===== config.mk =====
export PLATFORM = sky130hd
export DESIGN_NAME = spi_xfer_ctrl
export DESIGN_NICKNAME = d
export VERILOG_FILES = /design/src/rtl/spi_xfer_ctrl_pkg.sv /design/src/rtl/spi_bit_cnt.sv /design/src/rtl/spi_xfer_ctrl.sv
export SDC_FILE = /design/constraint.sdc
export NUM_CORES = 1
export LEC_CHECK = 0
export BUFFER_PORTS_ARGS = -buffer_cell sky130_fd_sc_hd__buf_2
export CORE_MARGIN = 5
export CORE_UTILIZATION = 35
export CTS_CLUSTER_DIAMETER = 50
export DETAILED_ROUTE_END_ITERATION = 10
export GPL_TIMING_DRIVEN = 0
export SETUP_SLACK_MARGIN = 0.4
export SLEW_MARGIN = 10
export SYNTH_ARGS = -nofsm -noshare
export SYNTH_HDL_FRONTEND = slang
export SYNTH_HIERARCHICAL = 1
export SYNTH_SLANG_ARGS = --single-unit
export TNS_END_PERCENT = 20

===== constraint.sdc =====
create_clock -name clk_in -period 2.1 [get_ports clk_in]
set_input_delay 0.315 -clock clk_in [delete_from_list [all_inputs] [get_ports clk_in]]
set_output_delay 0.315 -clock clk_in [all_outputs]
set_load 0.01 [all_outputs]

===== src/rtl/spi_xfer_ctrl_pkg.sv =====
`default_nettype none
// ============================================================================
// spi_xfer_ctrl_pkg : shared state encodings and width defaults for the SPI
// transfer sequencer.   Rev 1.0
// ============================================================================
package spi_xfer_ctrl_pkg;

    localparam int SPI_CHAR_LEN_W = 7;
    localparam int SPI_SS_NB      = 8;
    localparam int SPI_HOLD_W     = 4;

    typedef enum logic [2:0] {
        SPI_ST_IDLE     = 3'd0,
        SPI_ST_CS_SETUP = 3'd1,
        SPI_ST_XFER     = 3'd2,
        SPI_ST_CS_HOLD  = 3'd3,
        SPI_ST_DONE     = 3'd4
    } spi_state_e;

    // States in which an auto-managed slave select is driven active.
    function automatic logic ss_active(input spi_state_e st);
        return (st == SPI_ST_CS_SETUP) || (st == SPI_ST_XFER) || (st == SPI_ST_CS_HOLD);
    endfunction

endpackage
`default_nettype wire


===== src/rtl/spi_bit_cnt.sv =====
`default_nettype none
// ============================================================================
// spi_bit_cnt : loadable down-counter with zero/one flags; saturates at 0.
// Rev 1.0
// ============================================================================
module spi_bit_cnt #(
    parameter int W = 8
) (
    input  logic         clk_in,
    input  logic         rst_n,
    input  logic         clear,
    input  logic         load,
    input  logic [W-1:0] load_val,
    input  logic         dec,
    output logic [W-1:0] cnt,
    output logic         zero,
    output logic         one
);

    localparam logic [W-1:0] C_ONE = W'(1);

    logic [W-1:0] cnt_d;
    logic [W-1:0] cnt_q;

    always_comb begin
        cnt_d = cnt_q;
        if (clear) begin
            cnt_d = '0;
        end else if (load) begin
            cnt_d = load_val;
        end else if (dec && (cnt_q != '0)) begin
            cnt_d = cnt_q - C_ONE;
        end
    end

    always_ff @(posedge clk_in or negedge rst_n) begin
        if (!rst_n) begin
            cnt_q <= '0;
        end else begin
            cnt_q <= cnt_d;
        end
    end

    assign cnt  = cnt_q;
    assign zero = (cnt_q == '0);
    assign one  = (cnt_q == C_ONE);

endmodule
`default_nettype wire


===== src/rtl/spi_xfer_ctrl.sv =====
`default_nettype none
// ============================================================================
// spi_xfer_ctrl : SPI transfer sequencer (clgen control, bit count, SS timing).
// Optional CS setup/hold states with SPI_CS_DELAY_EN.   Rev 1.0
// ============================================================================
module spi_xfer_ctrl
    import spi_xfer_ctrl_pkg::*;
#(
    parameter int CHAR_LEN_W = SPI_CHAR_LEN_W,
    parameter int SS_NB      = SPI_SS_NB,
    parameter int HOLD_W     = SPI_HOLD_W
) (
    input  logic                  clk_in,
    input  logic                  rst_n,
    input  logic                  start,
    input  logic                  abort,
    input  logic [CHAR_LEN_W-1:0] char_len,
    input  logic [SS_NB-1:0]      ss_sel,
    input  logic                  auto_ss,
    input  logic [HOLD_W-1:0]     cs_dly,
    input  logic                  clk_pos_edge,
    input  logic                  clk_neg_edge,
    output logic                  clk_enable,
    output logic                  clk_go,
    output logic                  clk_last,
    output logic [CHAR_LEN_W:0]   bit_cnt,
    output logic                  busy,
    output logic                  done,
    output logic [SS_NB-1:0]      ss_pad_o
);

    localparam int CNT_W = CHAR_LEN_W + 1;

    spi_state_e         state_q, state_d;
    logic               clk_go_q, clk_go_d;
    logic [SS_NB-1:0]   ss_q, ss_d;
    logic               pos_edge_q;

    logic               cnt_clear, cnt_load, cnt_dec;
    logic               cnt_zero, cnt_one;
    logic [CNT_W-1:0]   cnt_load_val;
    logic [CNT_W-1:0]   cnt_val;
    logic               accept;
    logic               unused_sigs;

    assign accept = (state_q == SPI_ST_IDLE) && start && !abort;

    // A char_len of zero stands for the full 2**CHAR_LEN_W bits.
    assign cnt_load_val = (char_len == '0) ? {1'b1, {CHAR_LEN_W{1'b0}}}
                                           : {1'b0, char_len};

    spi_bit_cnt #(
        .W (CNT_W)
    ) u_bit_cnt (
        .clk_in   (clk_in),
        .rst_n    (rst_n),
        .clear    (cnt_clear),
        .load     (cnt_load),
        .load_val (cnt_load_val),
        .dec      (cnt_dec),
        .cnt      (cnt_val),
        .zero     (cnt_zero),
        .one      (cnt_one)
    );

`ifdef SPI_CS_DELAY_EN
    localparam logic [HOLD_W-1:0] C_HOLD_ONE = HOLD_W'(1);

    logic [HOLD_W-1:0] hold_cnt_q, hold_cnt_d;

    always_ff @(posedge clk_in or negedge rst_n) begin
        if (!rst_n) begin
            hold_cnt_q <= '0;
        end else begin
            hold_cnt_q <= hold_cnt_d;
        end
    end

    assign unused_sigs = ^{pos_edge_q, cnt_zero};
`else
    assign unused_sigs = ^{pos_edge_q, cnt_zero, cs_dly};
`endif

    always_comb begin
        state_d   = state_q;
        cnt_clear = 1'b0;
        cnt_load  = 1'b0;
        cnt_dec   = 1'b0;
`ifdef SPI_CS_DELAY_EN
        hold_cnt_d = hold_cnt_q;
`endif
        if ((state_q != SPI_ST_IDLE) && abort) begin
            state_d   = SPI_ST_IDLE;
            cnt_clear = 1'b1;
        end else begin
            case (state_q)
                SPI_ST_IDLE: begin
                    if (accept) begin
                        cnt_load = 1'b1;
`ifdef SPI_CS_DELAY_EN
                        hold_cnt_d = cs_dly;
                        state_d    = SPI_ST_CS_SETUP;
`else
                        state_d    = SPI_ST_XFER;
`endif
                    end
                end
`ifdef SPI_CS_DELAY_EN
                // cs_dly of 0 or 1 both spend a single cycle here.
                SPI_ST_CS_SETUP: begin
                    if (hold_cnt_q <= C_HOLD_ONE) begin
                        state_d = SPI_ST_XFER;
                    end else begin
                        hold_cnt_d = hold_cnt_q - C_HOLD_ONE;
                    end
                end
                SPI_ST_CS_HOLD: begin
                    if (hold_cnt_q <= C_HOLD_ONE) begin
                        state_d = SPI_ST_DONE;
                    end else begin
                        hold_cnt_d = hold_cnt_q - C_HOLD_ONE;
                    end
                end
`endif
                SPI_ST_XFER: begin
                    if (clk_neg_edge) begin
                        cnt_dec = 1'b1;
                        if (cnt_one) begin
`ifdef SPI_CS_DELAY_EN
                            hold_cnt_d = cs_dly;
                            state_d    = SPI_ST_CS_HOLD;
`else
                            state_d    = SPI_ST_DONE;
`endif
                        end
                    end
                end
                SPI_ST_DONE: begin
                    state_d = SPI_ST_IDLE;
                end
                default: begin
                    state_d = SPI_ST_IDLE;
                end
            endcase
        end
    end

    always_comb begin
        clk_go_d = accept;
        if (!auto_ss) begin
            ss_d = ~ss_sel;
        end else if (ss_active(state_d)) begin
            ss_d = ~ss_sel;
        end else begin
            ss_d = '1;
        end
    end

    always_ff @(posedge clk_in or negedge rst_n) begin
        if (!rst_n) begin
            state_q    <= SPI_ST_IDLE;
            clk_go_q   <= 1'b0;
            ss_q       <= '1;
            pos_edge_q <= 1'b0;
        end else begin
            state_q    <= state_d;
            clk_go_q   <= clk_go_d;
            ss_q       <= ss_d;
            pos_edge_q <= clk_pos_edge;
        end
    end

    assign clk_enable = (state_q == SPI_ST_XFER);
    assign clk_go     = clk_go_q;
    assign clk_last   = cnt_one;
    assign bit_cnt    = cnt_val;
    assign busy       = (state_q != SPI_ST_IDLE);
    assign done       = (state_q == SPI_ST_DONE);
    assign ss_pad_o   = ss_q;

endmodule
`default_nettype wire


==> out/metrics.cfg <==
[outcome]
outcome = complete, but fails checks
violations = negative setup slack

[place]
dp.cells = 197
place.gp.congestion = 0.8398
hpwl_mm = 2.044
port_buffers = 41
place_area_um2 = 1385
pre_cts_ws_ns = -0.2330

[synthesis]
netlist_area_um2 = 1110
syn_inst = 112
synth_fp_nets = 140
synth.avg_cell_area_um2 = 9.909
yosysWarnings = 6

[timing]
setup_slack_ns = -0.02531
slew_headroom_pct = 67.18
finalMaxSlewViolations = 0
rsz0062_at_grt = true
fmax_mhz = 470.5
finalHoldViolCount = 0
post-route-min-period_ns = 2.125
tightest_slew_ns = 0.4861
period_share_pct = 101.2
finalSetupTns_ns = -0.02531
setup_violations = 1
fin_worst_hold_slack_ns = 0.1207
finClkSkew_ns = 0.009223

[route]
drt_pass1_iterations = 4
wl_per_cell_um = 15.21
viasPerCell = 5.231
num_vias = 1130
detail_route.iter0.violations = 31
routed_wl_mm = 3.285
drc = 0
postRouteAntennaNets = 0

[clock_tree]
cts_root_buf = clkbuf_4
cts_tree = yes
cts_buffers = 3
insertion_delay_ns = 0.30
cts.path.max_buffers = 2
clk_pin_slew_ns = 0.12
htreeDepth = 1
cts_sinks = 20

[grt]
grt_max_degree = 21
track_usage_pct = 15.85
grt_pass1_wl_mm = 5.388
grt_pass1_vias = 1161
antenna_found_initial = 0
grt-ovfl-total = 0

[floorplan]
initial_core_util_pct = 36.35
fp.dieH_um = 66.31
pin_count = 47
core_area_um2 = 3053
die-area_um2 = 4397
rows = 20
die_width_um = 66.31

[worst_setup_path]
crit_path_end_kind = flip-flop
cp_data_arrival_time_ns = 2.33
required_ns = 2.31
crit_type = flip-flop to flip-flop
crit_fanout = 3
startpoint_type = flip-flop

[final_layout]
fillers = 277
fin_util_pct = 55.82
nNetsFinal = 201
seq_area_um2 = 510.5
stdcell_area_um2 = 1704
antenna_cells = 0
area.growth.synth_to_final_pct = 53.55
finalNonFillerCells = 216
drive_gt1_share_pct = 56.98
multi_input_area_um2 = 656.9

[power]
power_density_nw_per_um2 = 592.3
p_leak_nw = 0.7421
p_total_mw = 1.009
vdd_drop_max_v = 0.0002069

[hold_path]
min_path_type = primary input to flip-flop

[job]
maxCapViolCount = 0

[per-layer routing]
layer	vias to the layer above	global-route usage, %	wire [um]
met5	-	0	0
met4	0	8.122	97
met3	8	2.551	229
met2	51	27.26	1589
met1	547	18.78	1367
li1	524	-	-
[final timing paths]
| kind | startpoint | depth (start not counted) | slack (ns) | endpoint |
|---|---|---|---|---|
| worst min-delay path | ss_sel[5] | 2 | 0.12 | ss_pad_o[5] |
| worst min register to register | state_q[2] | 3 | 0.71 | state_q[2] |
| worst max register to register | state_q[2] | 5 | -0.03 | u_bit_cnt/cnt[3] |
| max in group asynchronous | rst_n | 2 | 1.29 | ss_pad_o[7] |
| min in group asynchronous | rst_n | 2 | 0.48 | u_bit_cnt/cnt[6] |
| worst max-delay path | state_q[2] | 5 | -0.03 | u_bit_cnt/cnt[3] |
[what timing repair did]
action / 4_1_cts / 5_1_grt
hold endpoints to repair: 12 / 0
resized for setup: 29 / 7
pin swaps: 28 / 7
endpoints found under the setup margin: 18 / 19
hold buffers: 1 / 0
buffers inserted: 11 / 3
[report_power, final]
group          internal, mW  leakage, nW  switching (mW)
clock network         0.106       0.0210           0.118
registers             0.422        0.243          0.0388
logic                 0.153        0.478           0.171
total                 0.681        0.742           0.329
[worst max-delay path, stage by stage (launching register included)]
cell and delay [ns]:
dfrtp_1 0.40, or4b_4 0.56, nor2_4 0.10, or3b_4 0.42, a211o_1 0.28, a2111oi_4 0.28
[registers in the layout, summed over array words and instances (netlist names)]
signal / flops
clk_go: 1
state_q: 3
ss_pad_o: 8
u_bit_cnt/cnt: 8
[cell type report]
class | count | area share, %
sequential | 20 | 29.96
timing repair buffer | 56 | 19.60
buffer | 11 | 5.140
multi-input combinational | 76 | 38.55
inverter | 5 | 1.395
clock buffer | 4 | 2.129
tap | 44 | 3.231
[placed cells by master, fill, tap and decap left out, types with 3 or more instances in the layout]
cell type and count:
clkbuf_1 7, buf_6 5, clkbuf_4 3, buf_4 12, buf_2 40, dfstp_2 8, o211ai_1 4, nand2_1 12
dfrtp_1 12, a311oi_2 3, inv_1 4, nor2_1 10
Note: power is estimated with default switching activity, not from simulation.
